===== src/rtl/ulpb_tx_arbiter_pkg.sv =====
// Shared definitions for the ULPB TX-side arbiter: bus widths, FSM encoding and
// a small modular-add helper used by the round-robin picker and pointer update.
package ulpb_tx_arbiter_pkg;

    localparam int unsigned ULPB_ADDR_WIDTH = 8;
    localparam int unsigned ULPB_DATA_WIDTH = 32;

    typedef enum logic [2:0] {
        ArbIdle  = 3'd0,
        ArbWreq  = 3'd1,
        ArbWack  = 3'd2,
        ArbWrel  = 3'd3,
        ArbNext  = 3'd4,
        ArbRwait = 3'd5,
        ArbRack  = 3'd6,
        ArbRrel  = 3'd7
    } arb_state_e;

    // (base + off) mod n, valid while base < n and off < n.
    function automatic int unsigned rr_wrap_add(input int unsigned base,
                                                input int unsigned off,
                                                input int unsigned n);
        int unsigned sum;
        sum = base + off;
        return (sum >= n) ? (sum - n) : sum;
    endfunction

endpackage


===== src/rtl/ulpb_rr_pick.sv =====
// Combinational round-robin picker with a priority class. When any requester
// also asserts priority, only prioritized requesters compete; the winner is the
// first candidate at or after the pointer, wrapping around.
module ulpb_rr_pick
    import ulpb_tx_arbiter_pkg::*;
#(
    parameter int unsigned NUM_CLI = 4,
    parameter int unsigned PTR_W   = $clog2(NUM_CLI)
) (
    input  logic [NUM_CLI-1:0] req_i,
    input  logic [NUM_CLI-1:0] prio_i,
    input  logic [PTR_W-1:0]   ptr_i,
    output logic [NUM_CLI-1:0] win_o
);

    logic [NUM_CLI-1:0] hi_req;
    logic [NUM_CLI-1:0] cand;
    logic [PTR_W-1:0]   idx;
    logic               found;

    assign hi_req = req_i & prio_i;
    assign cand   = (|hi_req) ? hi_req : req_i;

    // Scan candidates starting at the pointer; first hit wins.
    always_comb begin
        win_o = '0;
        found = 1'b0;
        idx   = '0;
        for (int unsigned i = 0; i < NUM_CLI; i++) begin
            idx = PTR_W'(rr_wrap_add(32'(ptr_i), i, NUM_CLI));
            if (!found && cand[idx]) begin
                win_o[idx] = 1'b1;
                found      = 1'b1;
            end
        end
    end

endmodule


===== src/rtl/ulpb_tx_arbiter.sv =====
// Per-message arbiter sharing one ulpb_node32 TX/response port between
// NUM_CLI local clients. The winner owns the node until every word of its
// message is sent and the node's SUCC/FAIL response has been handed back.
module ulpb_tx_arbiter
    import ulpb_tx_arbiter_pkg::*;
#(
    parameter int unsigned NUM_CLI     = 4,
    parameter int unsigned SYNC_STAGES = 2,
    parameter int unsigned ADDR_WIDTH  = ULPB_ADDR_WIDTH,
    parameter int unsigned DATA_WIDTH  = ULPB_DATA_WIDTH
) (
    input  logic                          clk,
    input  logic                          resetn,
    input  logic [NUM_CLI-1:0]            CLI_REQ,
    input  logic [NUM_CLI*ADDR_WIDTH-1:0] CLI_ADDR,
    input  logic [NUM_CLI*DATA_WIDTH-1:0] CLI_DATA,
    input  logic [NUM_CLI-1:0]            CLI_PEND,
    input  logic [NUM_CLI-1:0]            CLI_PRIO,
    output logic [NUM_CLI-1:0]            CLI_ACK,
    output logic [NUM_CLI-1:0]            CLI_SUCC,
    output logic [NUM_CLI-1:0]            CLI_FAIL,
    input  logic [NUM_CLI-1:0]            CLI_RESP_ACK,
    output logic [ADDR_WIDTH-1:0]         TX_ADDR,
    output logic [DATA_WIDTH-1:0]         TX_DATA,
    output logic                          TX_REQ,
    output logic                          TX_PEND,
    output logic                          PRIORITY,
    input  logic                          TX_ACK,
    input  logic                          TX_SUCC,
    input  logic                          TX_FAIL,
    output logic                          TX_RESP_ACK,
    output logic [NUM_CLI-1:0]            GRANT,
    output logic                          BUSY
);

    localparam int unsigned IdxW = $clog2(NUM_CLI);

    // Node-side synchronizers
    logic [SYNC_STAGES-1:0] ack_sync_q, ack_sync_d;
    logic [SYNC_STAGES-1:0] succ_sync_q, succ_sync_d;
    logic [SYNC_STAGES-1:0] fail_sync_q, fail_sync_d;
    logic                   tx_ack_s, tx_succ_s, tx_fail_s;

    // Arbitration state and registered outputs
    arb_state_e             state_q, state_d;
    logic [IdxW-1:0]        ptr_q, ptr_d;
    logic [IdxW-1:0]        gidx_q, gidx_d;
    logic [NUM_CLI-1:0]     grant_q, grant_d;
    logic                   busy_q, busy_d;
    logic                   tx_req_q, tx_req_d;
    logic                   tx_resp_ack_q, tx_resp_ack_d;
    logic [ADDR_WIDTH-1:0]  tx_addr_q, tx_addr_d;
    logic [DATA_WIDTH-1:0]  tx_data_q, tx_data_d;
    logic                   tx_pend_q, tx_pend_d;
    logic                   prio_q, prio_d;
    logic [NUM_CLI-1:0]     cli_ack_q, cli_ack_d;
    logic [NUM_CLI-1:0]     cli_succ_q, cli_succ_d;
    logic [NUM_CLI-1:0]     cli_fail_q, cli_fail_d;

    // Picker result and client field selection
    logic [NUM_CLI-1:0]     win_oh;
    logic [IdxW-1:0]        win_idx;
    logic [IdxW-1:0]        sel_idx;
    logic [ADDR_WIDTH-1:0]  cli_addr_a [NUM_CLI];
    logic [DATA_WIDTH-1:0]  cli_data_a [NUM_CLI];

    ulpb_rr_pick #(
        .NUM_CLI (NUM_CLI),
        .PTR_W   (IdxW)
    ) u_rr_pick (
        .req_i  (CLI_REQ),
        .prio_i (CLI_PRIO),
        .ptr_i  (ptr_q),
        .win_o  (win_oh)
    );

    // Shift each node input one stage deeper per cycle.
    always_comb begin
        ack_sync_d  = SYNC_STAGES'({ack_sync_q, TX_ACK});
        succ_sync_d = SYNC_STAGES'({succ_sync_q, TX_SUCC});
        fail_sync_d = SYNC_STAGES'({fail_sync_q, TX_FAIL});
    end

    assign tx_ack_s  = ack_sync_q[SYNC_STAGES-1];
    assign tx_succ_s = succ_sync_q[SYNC_STAGES-1];
    assign tx_fail_s = fail_sync_q[SYNC_STAGES-1];

    // Unpack client buses and encode the picker's one-hot winner.
    always_comb begin
        win_idx = '0;
        for (int unsigned i = 0; i < NUM_CLI; i++) begin
            cli_addr_a[i] = CLI_ADDR[i*ADDR_WIDTH +: ADDR_WIDTH];
            cli_data_a[i] = CLI_DATA[i*DATA_WIDTH +: DATA_WIDTH];
            if (win_oh[i]) begin
                win_idx = IdxW'(i);
            end
        end
    end

    // Fields are latched from the winner at grant and from the owner in NEXT.
    assign sel_idx = (state_q == ArbIdle) ? win_idx : gidx_q;

    // Next-state and output decisions for the message-level handshake FSM.
    always_comb begin
        state_d       = state_q;
        ptr_d         = ptr_q;
        gidx_d        = gidx_q;
        grant_d       = grant_q;
        busy_d        = busy_q;
        tx_req_d      = tx_req_q;
        tx_resp_ack_d = tx_resp_ack_q;
        tx_addr_d     = tx_addr_q;
        tx_data_d     = tx_data_q;
        tx_pend_d     = tx_pend_q;
        prio_d        = prio_q;
        cli_ack_d     = cli_ack_q;
        cli_succ_d    = cli_succ_q;
        cli_fail_d    = cli_fail_q;

        case (state_q)
            ArbIdle: begin
                if (|win_oh) begin
                    gidx_d    = win_idx;
                    grant_d   = win_oh;
                    busy_d    = 1'b1;
                    tx_req_d  = 1'b1;
                    tx_addr_d = cli_addr_a[sel_idx];
                    tx_data_d = cli_data_a[sel_idx];
                    tx_pend_d = CLI_PEND[sel_idx];
                    prio_d    = CLI_PRIO[sel_idx];
                    state_d   = ArbWreq;
                end
            end
            ArbWreq: begin
                // A client dropping REQ here is ignored; the word still goes out.
                if (tx_ack_s) begin
                    cli_ack_d[gidx_q] = 1'b1;
                    state_d           = ArbWack;
                end
            end
            ArbWack: begin
                if (!CLI_REQ[gidx_q]) begin
                    tx_req_d = 1'b0;
                    state_d  = ArbWrel;
                end
            end
            ArbWrel: begin
                if (!tx_ack_s) begin
                    cli_ack_d[gidx_q] = 1'b0;
                    state_d           = tx_pend_q ? ArbNext : ArbRwait;
                end
            end
            ArbNext: begin
                // Lock held; PRIORITY keeps the value latched at grant.
                if (CLI_REQ[gidx_q]) begin
                    tx_req_d  = 1'b1;
                    tx_addr_d = cli_addr_a[sel_idx];
                    tx_data_d = cli_data_a[sel_idx];
                    tx_pend_d = CLI_PEND[sel_idx];
                    state_d   = ArbWreq;
                end
            end
            ArbRwait: begin
                if (tx_succ_s) begin
                    cli_succ_d[gidx_q] = 1'b1;
                    state_d            = ArbRack;
                end else if (tx_fail_s) begin
                    cli_fail_d[gidx_q] = 1'b1;
                    state_d            = ArbRack;
                end
            end
            ArbRack: begin
                if (CLI_RESP_ACK[gidx_q]) begin
                    tx_resp_ack_d = 1'b1;
                    state_d       = ArbRrel;
                end
            end
            ArbRrel: begin
                if (!tx_succ_s && !tx_fail_s) begin
                    cli_succ_d = '0;
                    cli_fail_d = '0;
                end
                // Release only once the client has seen its response drop.
                if (!cli_succ_d[gidx_q] && !cli_fail_d[gidx_q] && !CLI_RESP_ACK[gidx_q]) begin
                    tx_resp_ack_d = 1'b0;
                    ptr_d         = IdxW'(rr_wrap_add(32'(gidx_q), 1, NUM_CLI));
                    grant_d       = '0;
                    busy_d        = 1'b0;
                    state_d       = ArbIdle;
                end
            end
            default: begin
                state_d = ArbIdle;
            end
        endcase
    end

    // State, synchronizer and output registers; reset clears everything.
    always_ff @(posedge clk or negedge resetn) begin
        if (!resetn) begin
            ack_sync_q    <= '0;
            succ_sync_q   <= '0;
            fail_sync_q   <= '0;
            state_q       <= ArbIdle;
            ptr_q         <= '0;
            gidx_q        <= '0;
            grant_q       <= '0;
            busy_q        <= 1'b0;
            tx_req_q      <= 1'b0;
            tx_resp_ack_q <= 1'b0;
            tx_addr_q     <= '0;
            tx_data_q     <= '0;
            tx_pend_q     <= 1'b0;
            prio_q        <= 1'b0;
            cli_ack_q     <= '0;
            cli_succ_q    <= '0;
            cli_fail_q    <= '0;
        end else begin
            ack_sync_q    <= ack_sync_d;
            succ_sync_q   <= succ_sync_d;
            fail_sync_q   <= fail_sync_d;
            state_q       <= state_d;
            ptr_q         <= ptr_d;
            gidx_q        <= gidx_d;
            grant_q       <= grant_d;
            busy_q        <= busy_d;
            tx_req_q      <= tx_req_d;
            tx_resp_ack_q <= tx_resp_ack_d;
            tx_addr_q     <= tx_addr_d;
            tx_data_q     <= tx_data_d;
            tx_pend_q     <= tx_pend_d;
            prio_q        <= prio_d;
            cli_ack_q     <= cli_ack_d;
            cli_succ_q    <= cli_succ_d;
            cli_fail_q    <= cli_fail_d;
        end
    end

    assign CLI_ACK     = cli_ack_q;
    assign CLI_SUCC    = cli_succ_q;
    assign CLI_FAIL    = cli_fail_q;
    assign TX_ADDR     = tx_addr_q;
    assign TX_DATA     = tx_data_q;
    assign TX_REQ      = tx_req_q;
    assign TX_PEND     = tx_pend_q;
    assign PRIORITY    = prio_q;
    assign TX_RESP_ACK = tx_resp_ack_q;
    assign GRANT       = grant_q;
    assign BUSY        = busy_q;

endmodule


===== config.mk =====
export PLATFORM = sky130hd
export DESIGN_NAME = ulpb_tx_arbiter
export DESIGN_NICKNAME = d
export VERILOG_FILES = /design/src/rtl/ulpb_tx_arbiter_pkg.sv /design/src/rtl/ulpb_rr_pick.sv /design/src/rtl/ulpb_tx_arbiter.sv
export SDC_FILE = /design/constraint.sdc
export NUM_CORES = 1
export LEC_CHECK = 0
export CAP_MARGIN = 20
export CORE_MARGIN = 5
export CORE_UTILIZATION = 42
export CTS_BUF_LIST = sky130_fd_sc_hd__clkbuf_8
export CTS_CLUSTER_SIZE = 40
export DETAILED_ROUTE_END_ITERATION = 10
export HOLD_SLACK_MARGIN = 0.03
export PLACE_DENSITY_LB_ADDON = 0.08
export SYNTH_ARGS = -nofsm -noshare
export SYNTH_HDL_FRONTEND = slang
export SYNTH_SLANG_ARGS = --single-unit
export TNS_END_PERCENT = 30

===== constraint.sdc =====
create_clock -name clk -period 4 [get_ports clk]
set_clock_uncertainty 0.15 [all_clocks]
set_input_delay 0.6 -clock clk [delete_from_list [all_inputs] [get_ports clk]]
set_output_delay 0.6 -clock clk [all_outputs]
set_load 0.01 [all_outputs]

==> results.ini, run 1 <==
[clocking]
cts_hold_buf=0
cts_buffers=9
cts-resized-gates=0
clockBufferDepth=2
clkLatencyLatePin_ns=0.35
cts.htree.levels=3
post_cts_buffers=0
cts_tree=built
cts_sinks=74
clkSlewWorstSetupHoldPaths_ns=0.10
root_buffer=clkbuf_8

[pwr]
finalPower_mw=5.937
internal-power_mw=3.347
p_switching_mw=2.590
comb_power_share_pct=67.2
power.density_mw_per_mm2=740.0
clkPwrFrac_pct=10.6
switching_share_pct=43.62
ir_drop_v=0.0004685
power.share.sequential_pct=22.2
p_leak_nw=3.546

[place]
post-place-ws_ns=-0.2568
place_inst=868
port-buffer-count=241
dp_hpwl_um=14100
place_congestion=0.8589

[worst_setup_path]
cp-start-kind=input port
r2r-end=TX_DATA[6]
reg2reg_depth=10
cp.required_ns=4.06
critPathCapture=TX_DATA[6]
worstSetupEndpointType=flip-flop
critPathLaunch=CLI_PRIO[0]
cp_max_fo=40
crit_arrival_ns=3.92
crit_type=in -> reg
r2r_start=ptr_q[1]
r2r_slack_ns=0.44

[final_layout]
area_growth_pct=61.71
diodes=0
fin_nets=929
multi_input_area_mm2=0.002895
fillCellCount=916
seqCellArea_mm2=0.001853
final_cells=884
drive_gt1_share_pct=12.01

[timing]
setup_violations=0
finalMaxSlewViolations=0
worst_slew_pin_slew_ns=0.9635
period_minus_slack_ns=3.859
finalHoldViolations=0
fin_crit_sh_pct=96.49
fmax_ghz=0.2591
relSlewSlack_pct=35.77
tns_ns=0
fin_ws_ns=0.1405
rsz0062_at_grt=no

[synth]
synth_seq_cells=74
syn_nets=666
ys_seq_area_share_pct=37.33
syn_inst=473
synth_cell_types=59
yosysWarningCount=0
synth_edf_count=0
syn_area_per_cell_um2=10.49
async_flop_share_pct=100.0
ys.flop_type=dfrtp_1
syn-cell-area_mm2=0.004961

[floorplanning]
dieArea_mm2=0.01408
dieWidth_um=118.7
coreArea_mm2=0.01152
die_h_um=118.7
io_pins=242
start_util_pct=43.08
num_rows=39

[grt]
grt_pass1_vias=5290
grt_first_pass_wirelength_um=29490
gr-usage-all-layers_pct=25.41
overflow=0
antenna_found_initial=1
grt_max_degree=75

[detailed_routing]
viasPerCell=5.879
vias=5197
ant_nets=0
dr.pass1.iters=5
wire_per_inst_um=21.13
drc_errors=0
drt_iter0_markers=351
wl_um=18680

[status]
status=finished, final reports clean

[hold_path]
hold_class=reg -> reg
hold-path-cell-count=0

[run]
cap_viol_max_count=0

## placed cells by master (no fill, tap or decap), types with 3 or more instances in the layout
master           Yosys  routed
o211ai_1             4       4
o21ai_0             18      18
inv_1                9       9
o31ai_1             43      43
ha_1                12      12
nand3_1              6       6
clkbuf_8             0       9
o221ai_1            41      41
a22o_1               9       9
nand2_1             22      22
buf_4               15      45
o2111ai_1            4       4
mux4_2               6       6
dfrtp_1             74      73
nor2_1              15      15
clkdlybuf4s50_1      0     240
nor3_1               8       8
a21oi_1             17      16
nor3b_1              3       3
mux2i_1             81      81
buf_12               0       5
nand3b_1             7       7
o211a_1              6       6
a211oi_1             4       4
inv_6                0       3
## sequential cells by signal, indices dropped and copies added, names as in the netlist, named ones only
signal / cells
TX_DATA: 32
TX_ADDR: 8
CLI_FAIL: 4
CLI_SUCC: 4
GRANT: 4
state_q: 3
ack_sync_q: 2
fail_sync_q: 2
gidx_q: 2
ptr_q: 2
succ_sync_q: 2
BUSY: 1
PRIORITY: 1
TX_PEND: 1
TX_REQ: 1
TX_RESP_ACK: 1
## Yosys cell counts (8+ instances only)
cell / number / area share (%)
o21ai_0: 18 / 1.8
mux2i_1: 81 / 16
nor2_1: 15 / 1.1
nand2_1: 22 / 1.7
nor3_1: 8 / 0.81
a22o_1: 9 / 1.6
clkbuf_1: 16 / 1.2
inv_1: 9 / 0.68
buf_4: 15 / 2.3
a21oi_1: 17 / 1.7
o31ai_1: 43 / 6.5
o221ai_1: 41 / 7.2
dfrtp_1: 74 / 37
ha_1: 12 / 3.0
## per-layer routing
metal  wire length (µm)  part of all wire [%]  global-route usage, %  vias to the layer above
li1                   -                     -                      -                     2419
met1               7576                    41                  31.41                     2531
met2               9401                    50                  44.37                      216
met3               1284                   6.9                  6.638                       29
met4                396                   2.1                  6.155                        2
met5                 19                  0.10                      0                        -
## power by group through the flow
stage               logic, mW  clock network (mW)  registers (mW)
detailed placement       3.98                   0            1.33
floorplan                2.24                   0            1.39
global placement         3.88                   0            1.32
global route             4.27               0.673            1.36
finish                   3.99               0.630            1.32
CTS                      3.99               0.639            1.32
## cell type report
type | instances | share of cell area [%]
clock buffer | 9 | 1.544
sequential | 74 | 23.10
timing repair buffer | 291 | 35.54
clock inverter | 7 | 1.029
multi-input combinational | 350 | 36.09
inverter | 10 | 0.4679
tap | 143 | 2.230
## how the worst min path moves through the flow
stage,to,slack [ns],from
finish,fail_sync_q[1],0.21,fail_sync_q[0]
CTS,fail_sync_q[1],0.21,fail_sync_q[0]
floorplan,BUSY,0.15,resetn
global placement,succ_sync_q[1],0.18,succ_sync_q[0]
global route,fail_sync_q[1],0.21,fail_sync_q[0]
detailed placement,fail_sync_q[1],0.18,fail_sync_q[0]
## worst max-delay path, stage by stage
cell and delay, ns:
clkdlybuf4s50_1 0.48, a222oi_1 0.47, o21ai_1 0.17, mux4_2 0.55
nand3_1 0.13, o21ai_2 0.07, or4_4 0.49, o41a_4 0.40
nand4_2 0.13, buf_12 0.22, o221ai_1 0.17
## per-stage QoR
stage | area, µm² | hold slack, ns | utilization [%]
5_1_grt | 8023 | 0.2129 | 69.67
3_3_place_gp | 7800 | 0.1845 | 67.73
6_report | 8023 | 0.2073 | 69.67
3_5_place_dp | 7800 | 0.1847 | 67.73
2_1_floorplan | 4961 | 0.1544 | -
4_1_cts | 8006 | 0.2075 | 69.52
## cells by family (layout without fill, tap and decap cells)
kind of cell / after synthesis / after routing / synth area share [%]
AOI/OAI and AO/OA: 173 / 173 / 27.01
xor gates and xnor gates: 1 / 1 / 0.1766
DFF: 74 / 74 / 37.33
and+or+nand+nor: 76 / 76 / 8.147
adders and majority gates: 12 / 12 / 3.026
buffers and inverters: 49 / 317 / 5.019
muxes: 88 / 88 / 19.29
Note: power is estimated with default switching activity, not from simulation.
==> inputs of run 2 (changes only) <==
Settings changed: CTS_BUF_LIST sky130_fd_sc_hd__clkbuf_8 to sky130_fd_sc_hd__clkbuf_4, REMOVE_ABC_BUFFERS from default to 1.
==> run 2 against run 1 <==
Compared with the run above: combinational power is 3% higher; sequential power about the same; final area is 0.22% higher; via count is essentially flat; clock power fell by 9.0%; first-iteration DRC count down 2.6%; clock-buffer cell count unchanged; fmax is 2.8% higher; largest cell class is now buffers; largest power group unchanged; highest routed layer unchanged.
==> results.ini, run 2 (same netlist as run 1, synthesis figures left out) <==
[status]
status=finished, final reports clean

[floorplanning]
dieWidth_um=118.7  ; unchanged
coreArea_mm2=0.01152  ; unchanged
io_pins=242  ; unchanged
start_util_pct=43.08  ; unchanged
die_h_um=118.7  ; unchanged
num_rows=39  ; unchanged
dieArea_mm2=0.01408  ; unchanged

[grt]
grt_first_pass_wirelength_um=30130  ; +2.2%
grt_max_degree=75  ; unchanged
use_met3_pct=6.543  ; -0.096 points
grt_use_met2_pct=45.40  ; +1.0 points
grt.met1_usage_pct=33.23  ; +1.8 points
gr-usage-all-layers_pct=26.55  ; +1.1 points
antenna_found_initial=1  ; unchanged
top_usage_layer=met2
overflow=0  ; unchanged
grt_pass1_vias=5313  ; +0.43%

[timing]
tns_ns=0  ; unchanged
fin_ws_ns=0.2454  ; +0.1049 ns
fin_crit_sh_pct=93.86  ; -2.6 points
rsz0062_at_grt=no
fmax_ghz=0.2663  ; +2.8%
finalMaxSlewViolations=0  ; unchanged
finalHoldViolations=0  ; unchanged
worst_slew_pin_slew_ns=0.9814  ; +0.01787 ns
period_minus_slack_ns=3.755  ; -0.1049 ns
setup_violations=0  ; unchanged
whs_ns=0.1388  ; -0.06846 ns
relSlewSlack_pct=34.58  ; -1.2 points

[clocking]
cts_buffers=9  ; unchanged
clkSlewWorstSetupHoldPaths_ns=0.16  ; +0.06 ns
clkLatencyLatePin_ns=0.44  ; +0.09 ns
root_buffer=clkbuf_4
clockBufferDepth=2  ; unchanged
cts_sinks=74  ; unchanged
cts_tree=built
cts.htree.levels=3  ; unchanged
cts_hold_buf=0  ; unchanged

[detailed_routing]
viasPerCell=5.865  ; -0.24%
vias=5196  ; -0.019%
dr.pass1.iters=5  ; unchanged
ant_nets=0  ; unchanged
drc_errors=0  ; unchanged
wire_per_inst_um=21.65  ; +2.5%
drt_iter0_markers=342  ; -2.6%
wl_um=19180  ; +2.7%

[final_layout]
fin_nets=931  ; +0.22%
final_cells=886  ; +0.23%
largest_reg_flops=32  ; unchanged
drive_gt1_share_pct=12.11  ; +0.10 points
mostFrequentLayoutCells=clkdlybuf4s50_1, mux2i_1, dfrtp_1
final_common_cell=clkdlybuf4s50_1
area_growth_pct=62.07
diodes=0  ; unchanged
fin_area_mm2=0.008040  ; +0.22%
final_core_util_pct=69.82  ; +0.15 points
fillCellCount=886  ; -3.3%

[place]
post-place-ws_ns=-0.2403  ; +0.01650 ns
place_inst=870  ; +0.23%
dp_hpwl_um=14540  ; +3.2%
place_congestion=0.9289  ; +8.1%
port-buffer-count=241  ; unchanged
postPlaceCellArea_mm2=0.007866  ; +0.85%

[pwr]
ir_drop_v=0.0004859  ; +3.7%
p_leak_nw=3.562  ; +0.45%
finalPower_mw=5.980  ; +0.73%
power.density_mw_per_mm2=743.8  ; +0.51%

[hold_path]
hold_class=in -> async

[worst_setup_path]
cp_max_fo=16  ; -60%
crit_type=in -> reg
cp.required_ns=4.15  ; +0.09 ns
worstSetupEndpointType=flip-flop
crit_arrival_ns=3.90  ; -0.02 ns
cp-start-kind=input port

[run]
cap_viol_max_count=0  ; unchanged

## run 2: where the power goes
part / internal (mW) / switching [mW] / total, mW
Combinational: 2.06 / 2.03 / 4.09
Clock: 0.260 / 0.312 / 0.573
Sequential: 1.07 / 0.252 / 1.32
Total: 3.38 / 2.60 / 5.98
## run 2: metal layers
layer,vias to the layer above,part of all wire [%]
met5,-,0.068
met4,2,2.4
met3,30,7.2
met2,220,50
met1,2519,41
li1,2425,-
## run 2: worst max-delay path, stage by stage
cell and delay, ns:
clkdlybuf4s50_1 0.47, buf_4 0.18, nand3b_1 0.20, o211a_1 0.21, mux4_2 0.55, o311ai_1 0.43, o211ai_1 0.23, a21oi_4 0.24
buf_12 0.20, buf_12 0.15, mux2i_1 0.27, o221ai_1 0.14
## run 2: final cells by class
| type | instances | area (µm²) | area share (%) |
|---|---|---|---|
| sequential | 74 | 1854 | 23.06 |
| inverter | 10 | 37.54 | 0.4669 |
| clock inverter | 7 | 101.3 | 1.261 |
| tap | 143 | 178.9 | 2.225 |
| clock buffer | 9 | 67.56 | 0.8403 |
| multi-input combinational | 350 | 2888 | 35.92 |
| timing repair buffer | 293 | 2913 | 36.23 |
## run 2: worst paths after layout
kind / from / end / slack, ns / depth (start not counted)
max in group asynchronous: resetn / state_q[1] / 2.86 / 1
hold reg to reg: ack_sync_q[0] / ack_sync_q[1] / 0.21 / 0
min in group clk: ack_sync_q[0] / ack_sync_q[1] / 0.21 / 0
hold / removal: resetn / TX_PEND / 0.14 / 1
setup / recovery: CLI_PRIO[0] / TX_DATA[9] / 0.25 / 12
setup reg to reg: ptr_q[0] / TX_DATA[9] / 0.37 / 12
## run 2: timing repair
action                                  CTS  global route
gates resized for setup                   0             1
endpoints found under the setup margin    0             2
buffers inserted                          0             0
==> inputs of run 3 (changes only) <==
Settings changed: CORE_ASPECT_RATIO from default to 2, PLACE_DENSITY from default to 0.83, PLACE_DENSITY_LB_ADDON 0.08 to default.
==> run 3 against run 2 <==
Compared with the run above: via count increased by 0.69%; combinational power down 4%; sequential power is essentially flat; utilization shrank 2.0 points; register-to-register slack is essentially flat; sequential share of layout area grew 0.42 points; non-clock buffer count shrank 13; sequential cell count unchanged; routed wire length fell by 0.96%; final area decreased by 1.9%; largest cell class is now multi-input combinational cells.
==> results.ini, run 3 (same netlist as run 1, synthesis figures left out) <==
[clocking]
cts_tree=built
cts_buffers=9  ; unchanged
cts_sinks=74  ; unchanged
cts.htree.levels=3  ; unchanged
root_buffer=clkbuf_4
clkSlewWorstSetupHoldPaths_ns=0.13  ; -0.03 ns
clkLatencyLatePin_ns=0.44  ; about the same
clockBufferDepth=2  ; unchanged
cts_hold_buf=0  ; unchanged

[final_layout]
drive_gt1_share_pct=10.82  ; -1.3 points
fin_area_mm2=0.007890  ; -1.9%
final_common_cell=clkdlybuf4s50_1
seqCellArea_mm2=0.001853  ; about the same
fillCellCount=936  ; +5.6%
final_core_util_pct=67.84  ; -2.0 points
mostFrequentLayoutCells=clkdlybuf4s50_1, mux2i_1, dfrtp_1
fin_nets=918  ; -1.4%
area_growth_pct=59.04
final_cells=876  ; -1.1%
multi_input_area_mm2=0.002905  ; +0.61%
largest_reg_flops=32  ; unchanged

[pwr]
clkPwrFrac_pct=8.7  ; -0.9 points
p_switching_mw=2.579  ; -0.77%
ir_drop_v=0.0007822  ; +61%
power.share.sequential_pct=22.7  ; +0.7 points
internal-power_mw=3.156  ; -6.7%
p_leak_nw=3.470  ; -2.6%
comb_power_share_pct=68.6  ; +0.2 points
finalPower_mw=5.735  ; -4.1%
switching_share_pct=44.97  ; +1.5 points
power.density_mw_per_mm2=726.8  ; -2.3%

[floorplanning]
io_pins=242  ; unchanged
coreArea_mm2=0.01163  ; +1.0%
num_rows=56  ; +44%
dieWidth_um=86.85  ; -27%
dieArea_mm2=0.01422  ; +0.94%
start_util_pct=42.65  ; -0.43 points
die_h_um=163.7  ; +38%

[worst_setup_path]
reg2reg_depth=11  ; -1
crit_chain=clkdlybuf4s50_1 > buf_4 > nand3b_1 > o211a_1 > nor3_1 > o2111ai_1 > buf_4 > a21boi_0 > o211ai_1 > a21oi_4 > buf_12 > mux2i_1 > o221ai_1
critical_path.max_stage_delay_ns=0.47  ; -0.08 ns
crit_type=in -> reg
crit_arrival_ns=4.08  ; +0.18 ns
cp-start-kind=input port
cp.required_ns=4.13  ; -0.02 ns
worstSetupEndpointType=flip-flop
crit_slowest_cell=clkdlybuf4s50_1
cpMostUsedCell=buf_4
cp_max_fo=42  ; +26

[grt]
grt.met1_usage_pct=25.26  ; -8.0 points
grt_first_pass_wirelength_um=28150  ; -6.6%
grt_pass1_vias=5527  ; +4.0%
gr-usage-all-layers_pct=25.41  ; -1.1 points
grt_max_degree=75  ; unchanged
grt_use_met2_pct=46.75  ; +1.3 points
top_usage_layer=met2
antenna_found_initial=1  ; unchanged
use_met3_pct=5.371  ; -1.2 points
overflow=0  ; unchanged

[timing]
tns_ns=0  ; unchanged
period_minus_slack_ns=3.948  ; +0.1931 ns
fmax_ghz=0.2533  ; -4.9%
fin_ws_ns=0.05232  ; -0.1931 ns
worst_slew_pin_slew_ns=0.9661  ; -0.01524 ns
whs_ns=0.1510  ; +0.01214 ns
finalMaxSlewViolations=0  ; unchanged
fin_crit_sh_pct=98.69  ; +4.8 points
finalHoldViolations=0  ; unchanged
setup_violations=0  ; unchanged
relSlewSlack_pct=35.59  ; +1.0 points

[status]
status=finished, final reports clean

[detailed_routing]
viasPerCell=5.973  ; +1.8%
wl_um=19000  ; -0.96%
ant_nets=0  ; unchanged
wire_per_inst_um=21.69  ; +0.17%
drc_errors=0  ; unchanged
drt_iter0_markers=195  ; -43%
dr.pass1.iters=4  ; -1
vias=5232  ; +0.69%

[place]
dp_hpwl_um=14920  ; +2.6%
port-buffer-count=241  ; unchanged
place_inst=859  ; -1.3%
place_congestion=0.8992  ; -3.2%
post-place-ws_ns=-0.3966  ; -0.1564 ns
postPlaceCellArea_mm2=0.007720  ; -1.9%

[hold_path]
hold_class=in -> async

[run]
cap_viol_max_count=0  ; unchanged

run 3: final timing paths:
kind / endpoint / slack, ns / start
setup reg to reg: TX_ADDR[4] / 0.37 / ptr_q[1]
setup / recovery: TX_ADDR[4] / 0.05 / CLI_PRIO[0]
min in group clk: succ_sync_q[1] / 0.22 / succ_sync_q[0]
hold reg to reg: succ_sync_q[1] / 0.22 / succ_sync_q[0]
max in group asynchronous: state_q[1] / 2.87 / resetn
hold / removal: fail_sync_q[1] / 0.15 / resetn
run 3: what timing repair did:
action	in CTS	in global routing
setup endpoints to repair	0	3
resized for setup	0	4
buffers inserted	0	0
hold endpoints to repair	0	0
run 3: metal layers:
| metal | share of wire, % | up-vias | routed length [µm] |
|---|---|---|---|
| li1 | - | 2405 | - |
| met1 | 34 | 2498 | 6397 |
| met2 | 54 | 254 | 10260 |
| met3 | 6.8 | 75 | 1291 |
| met4 | 5.5 | 0 | 1047 |
| met5 | 0 | - | 0 |
run 3: power by group through the flow:
stage          Combinational (mW)  Sequential, mW  Clock (mW)
6_report                     3.93            1.30       0.496
5_1_grt                      4.20            1.34       0.538
4_1_cts                      3.92            1.30       0.508
3_5_place_dp                 3.92            1.32           0
3_3_place_gp                 3.77            1.31           0
2_1_floorplan                1.86            1.51           0
run 3: area by class of cell:
| type | count | share of cell area [%] |
|---|---|---|
| multi-input cells | 350 | 36.82 |
| repair buffers | 280 | 35.05 |
| flip-flops and latches | 74 | 23.49 |
| well taps | 145 | 2.299 |
| clock inverters | 7 | 0.9832 |
| clock buffers | 9 | 0.8563 |
| inverters | 10 | 0.4757 |
| diodes | 1 | 0.03172 |
run 3: critical path: cells and delay by family:
family | cells | cell delay, ns
multiplexers | 1 | 0.35
buffers and inverters | 4 | 1.15
AND/OR/NAND/NOR | 2 | 0.46
AO/OA/AOI/OAI | 6 | 1.46
==> RTL change 1 (settings of run 2) <==
Take the reset off `tx_addr_q` and `tx_data_q` and load them in a clocked block of their own.
--- a/src/rtl/ulpb_tx_arbiter.sv
+++ b/src/rtl/ulpb_tx_arbiter.sv
@@ -210,4 +210,2 @@
             tx_resp_ack_q <= 1'b0;
-            tx_addr_q     <= '0;
-            tx_data_q     <= '0;
             tx_pend_q     <= 1'b0;
@@ -228,4 +226,2 @@
             tx_resp_ack_q <= tx_resp_ack_d;
-            tx_addr_q     <= tx_addr_d;
-            tx_data_q     <= tx_data_d;
             tx_pend_q     <= tx_pend_d;
@@ -236,2 +232,7 @@
         end
+    end
+
+    always_ff @(posedge clk) begin
+        tx_addr_q <= tx_addr_d;
+        tx_data_q <= tx_data_d;
     end
Formal check against the unedited RTL: not equivalent (a bounded check fails within 4 cycles, from zero or initial values and one cycle with resetn low).
==> RTL change 1 against run 2 <==
Final cell count up 4.7%. Routed wire length down 9.0%. Via count is 3.9% lower. Cell area increased by 2.1%. Sequential cell count did not move. Area after synthesis up 3.2%. Power grew 1.8%. Setup slack worse by 0.038 ns. Largest cell class unchanged. Highest routed layer is now met4.
==> RTL change 1: results (changes against run 2) <==
- Run status: complete, no violations
- The global-route wire length before repair was 26900 µm (-11%).
- Worst Hold Slack: 0.214 ns (+0.0751 ns)
- The number of global-route vias before repair came to 5059 (-4.8%).
* Antenna violations before repair: 0 (-1)
* Design Power: 6.09 mW (+1.8%)
- Switching share of total power: 40.2% (-3.2 points)
* Main synth FF type: sky130_fd_sc_hd__edfxtp_1
* Clock-cell share: 1.40% (-0.70 points)
* Setup WS pre-CTS: -0.243 ns (-0.00303 ns)
- The clock transition time at the flip-flop clock pins of the worst setup and hold paths was 0.11 ns (-0.05 ns).
- Non-clock buffering overhead in the final layout: 36.8% (+0.57 points)
- Startpoint of the worst setup timing path: ptr_q[1]$_DFFE_PN0P_
- Post-route standard cell area excluding fillers: 8210 µm² (+2.1%)
* Comb pwr share: 69.0% (+0.6 points)
* Destination of the worst register-to-register timing path: TX_DATA[16]$_DFFE_PP_
- The DRC marker count from the first detailed-route iteration was 378 (+11%).
- In this run the worst hold path is classified as reg -> reg.
- The ratio of cells with drive above 1 in the final layout was 18.1% (+5.9 points).
* Fill cell total of the finished layout: 958 (+8.1%)
- Cell leakage power: 3.37 nW (-5.4%)
- By area the synthesized netlist is led by sky130_fd_sc_hd__edfxtp_1 (23%), sky130_fd_sc_hd__dfrtp_1 (17%), sky130_fd_sc_hd__mux2i_1 (9.4%).
* Comb_multi_in: 375 (+7.1%)
- The count of placed standard cells including taps came to 910 (+4.6%).
* Worst Reg-to-Reg Cells: 16 (+4)
- Post-synthesis sequential area ratio: 40.1% (+2.8 points)
* Routed via count: 4991 (-3.9%)
- Arr. time, crit path: 3.82 ns (-0.08 ns)
- The maximum number of pins on one net before global-route repair came to 41 (-45%).
- The final HPWL from detailed placement came to 13700 µm (-5.6%).
- Global router's overall resource usage: 23.5% (-3.1 points)
- The mean routed wirelength per cell was 18.8 µm (-13%).
## RTL change 1: cell count changes in the layout (fill, tap and decap cells not counted), moves of 6 or more
cell | run 2 | this run
sky130_fd_sc_hd__o31ai_1 | 43 | 2
sky130_fd_sc_hd__edfxtp_1 | 0 | 40
sky130_fd_sc_hd__a21oi_1 | 16 | 54
sky130_fd_sc_hd__dfrtp_1 | 72 | 34
sky130_fd_sc_hd__mux2_2 | 1 | 39
sky130_fd_sc_hd__nor2_1 | 15 | 53
sky130_fd_sc_hd__o221ai_1 | 41 | 4
sky130_fd_sc_hd__mux2i_1 | 81 | 48
sky130_fd_sc_hd__buf_4 | 44 | 55
sky130_fd_sc_hd__nand3_1 | 6 | 13
sky130_fd_sc_hd__nand2_1 | 22 | 28
## RTL change 1: worst max-delay path, cell delays in order, from the launching register on
cell and delay [ns]:
sky130_fd_sc_hd__dfrtp_1 0.41, sky130_fd_sc_hd__inv_2 0.11, sky130_fd_sc_hd__ha_2 0.35, sky130_fd_sc_hd__buf_4 0.18, sky130_fd_sc_hd__nand3b_1 0.08, sky130_fd_sc_hd__a21oi_1 0.10
sky130_fd_sc_hd__nor3_2 0.31, sky130_fd_sc_hd__buf_4 0.17, sky130_fd_sc_hd__o32ai_1 0.08, sky130_fd_sc_hd__a311o_1 0.34, sky130_fd_sc_hd__a22o_1 0.26, sky130_fd_sc_hd__o22ai_4 0.15
sky130_fd_sc_hd__buf_12 0.15, sky130_fd_sc_hd__buf_6 0.20, sky130_fd_sc_hd__mux2_2 0.36, sky130_fd_sc_hd__nor2_1 0.11, sky130_fd_sc_hd__a21oi_1 0.05
## RTL change 1: layer usage
layer | global-route usage, % | up-vias | share of wire, %
met5 | 0 | - | 0
met4 | 7.58 | 0 | 2.8
met3 | 6.17 | 31 | 7.0
met2 | 40.3 | 197 | 50
met1 | 28.7 | 2343 | 41
li1 | - | 2420 | -
## RTL change 1: cells by family (layout without fill, tap and decap cells)
family                   Yosys count  in the layout  synth area share [%]
AO/OA/AOI/OAI                    128            128                  17.3
XOR/XNOR                           1              1                 0.171
adder cells (fa/ha/maj)           12             12                  2.93
buffers and inverters             46            332                  5.75
flip-flops                        74             74                  40.1
multiplexers                      94             94                  20.0
AND/OR/NAND/NOR                  140            140                  13.8
## RTL change 1: worst max-delay path by stage
stage / depth (start not counted) / to / slack (ns)
2_1_floorplan: 12 / PRIORITY$_DFFE_PN0P_ / -3.07
3_3_place_gp: 13 / TX_DATA[20]$_DFFE_PP_ / -0.17
3_5_place_dp: 13 / TX_DATA[20]$_DFFE_PP_ / -0.24
4_1_cts: 15 / TX_DATA[20]$_DFFE_PP_ / 0.08
5_1_grt: 13 / TX_DATA[30]$_DFFE_PP_ / 0.02
6_report: 16 / TX_DATA[16]$_DFFE_PP_ / 0.21
==> RTL change 2 (flow settings as in run 2) <==
Without the edit above. `NUM_CLI` is set to 4 in 2 places; all go to 2.
--- a/src/rtl/ulpb_rr_pick.sv
+++ b/src/rtl/ulpb_rr_pick.sv
@@ -6,3 +6,3 @@
 #(
-    parameter int unsigned NUM_CLI = 4,
+    parameter int unsigned NUM_CLI = 2,
     parameter int unsigned PTR_W   = $clog2(NUM_CLI)
--- a/src/rtl/ulpb_tx_arbiter.sv
+++ b/src/rtl/ulpb_tx_arbiter.sv
@@ -6,3 +6,3 @@
 #(
-    parameter int unsigned NUM_CLI     = 4,
+    parameter int unsigned NUM_CLI     = 2,
     parameter int unsigned SYNC_STAGES = 2,
Ports: changed (10 resized); port bits go from 242 to 146. The function was not compared with the original's and may differ.
==> RTL change 2 against run 2 <==
Area after synthesis is 31% lower. Power is 50% lower. Critical path depth is 8 lower. Routed wire length shrank 48%. Sequential share of layout area increased by 9.1 points. Die area down 29%. Setup slack gained 0.98 ns. Cell area down 38%. Sequential cell count down 10. Critical path type is now reg -> reg. Largest power group unchanged. Highest routed layer is now met4.
==> RTL change 2: results (changes against run 2) <==
- Run status: complete, no violations
- Seq. cell area: 1600 µm² (-14%)
- Routed via count: 3197 (-38%)
* Fill cell total of the finished layout: 730 (-18%)
- The final HPWL from detailed placement is 6520 µm (-55%).
* Longest individual stage delay on the worst path: 0.76 ns (+0.21 ns)
- The area fraction in compound gates after synthesis came to 22.5% (-4.5 points).
- Cell Count Post-Placement: 573 (-34%)
- Fraction of layout cells with a size suffix above 1: 13.8% (+1.7 points)
* Initial drt markers: 182 (-47%)
* Netlist cell types: 45 (-24%)
- Cell with the biggest individual delay on the critical path: sky130_fd_sc_hd__or4b_1
- Global router's overall resource usage: 19.8% (-6.8 points)
- The final hold slack was 0.146 ns (+0.00704 ns).
- In the synthesized netlist, the cells that appear most often are sky130_fd_sc_hd__dfrtp_1 (64), sky130_fd_sc_hd__o21ai_0 (49), sky130_fd_sc_hd__nor2_1 (48), sky130_fd_sc_hd__a31oi_1 (45), sky130_fd_sc_hd__nand3_2 (39).
- The count of buffers inserted at the top-level ports is 145 (-40%).
- Final weighted congestion in routability-driven placement: 0.857 (-7.7%)
* Antenna violations before repair: 0 (-1)
- Area taken by multi-input logic gates: 1570 µm² (-46%)
* Power in sequential cells: 1.14 mW (-14%)
- The sequential fraction of the synthesis area is 46.8% (+9.4 points).
- The detailed-routed wire length on met3 was 948 µm (-32%).
- Largest voltage drop on the vdd net: 0.250 mV (-49%)
- Synth top area cells: sky130_fd_sc_hd__dfrtp_1 (47%), sky130_fd_sc_hd__nand3_2 (11%), sky130_fd_sc_hd__a31oi_1 (8.2%)
* Parity-gate share of the synthesized area counting xor and xnor cells: 0.256% (+0.079 points)
* Cell-internal power: 1.95 mW (-42%)
- The number of global-route vias before repair came to 3138 (-41%).
* Multiplexer share of the synthesized area: 0.913% (-18 points)
- Pin slew with the least headroom to its limit: 0.911 ns (-0.0703 ns)
- Layout sequential cell count: 64 (-14%)
- The clock network area share is 3.19% (+1.1 points).
* Startpoint of the worst setup timing path: state_q[1]$_DFFE_PN0P_
- P_comb: 1.36 mW (-67%)
- The per-cell via count in the routed design is 5.43 (-7.4%).
## RTL change 2: changes by cell type after synthesis, moves of 9 or more
cell | before | now
sky130_fd_sc_hd__o221ai_1 | 41 | 0
sky130_fd_sc_hd__o21ai_0 | 18 | 49
sky130_fd_sc_hd__ha_1 | 12 | 0
sky130_fd_sc_hd__nor2_1 | 15 | 48
sky130_fd_sc_hd__a22o_1 | 9 | 0
sky130_fd_sc_hd__mux2i_1 | 81 | 2
sky130_fd_sc_hd__a31oi_1 | 1 | 45
sky130_fd_sc_hd__o31ai_1 | 43 | 1
sky130_fd_sc_hd__a21oi_1 | 17 | 4
sky130_fd_sc_hd__buf_4 | 15 | 5
sky130_fd_sc_hd__nand3_2 | 0 | 39
sky130_fd_sc_hd__dfrtp_1 | 74 | 64
## RTL change 2: worst max-delay path: cells and delay by family (launching register included)
family	cells	cell delay, ns
AO/OA/AOI/OAI	1	0.10
flip-flops	1	0.68
AND/OR/NAND/NOR	3	1.65
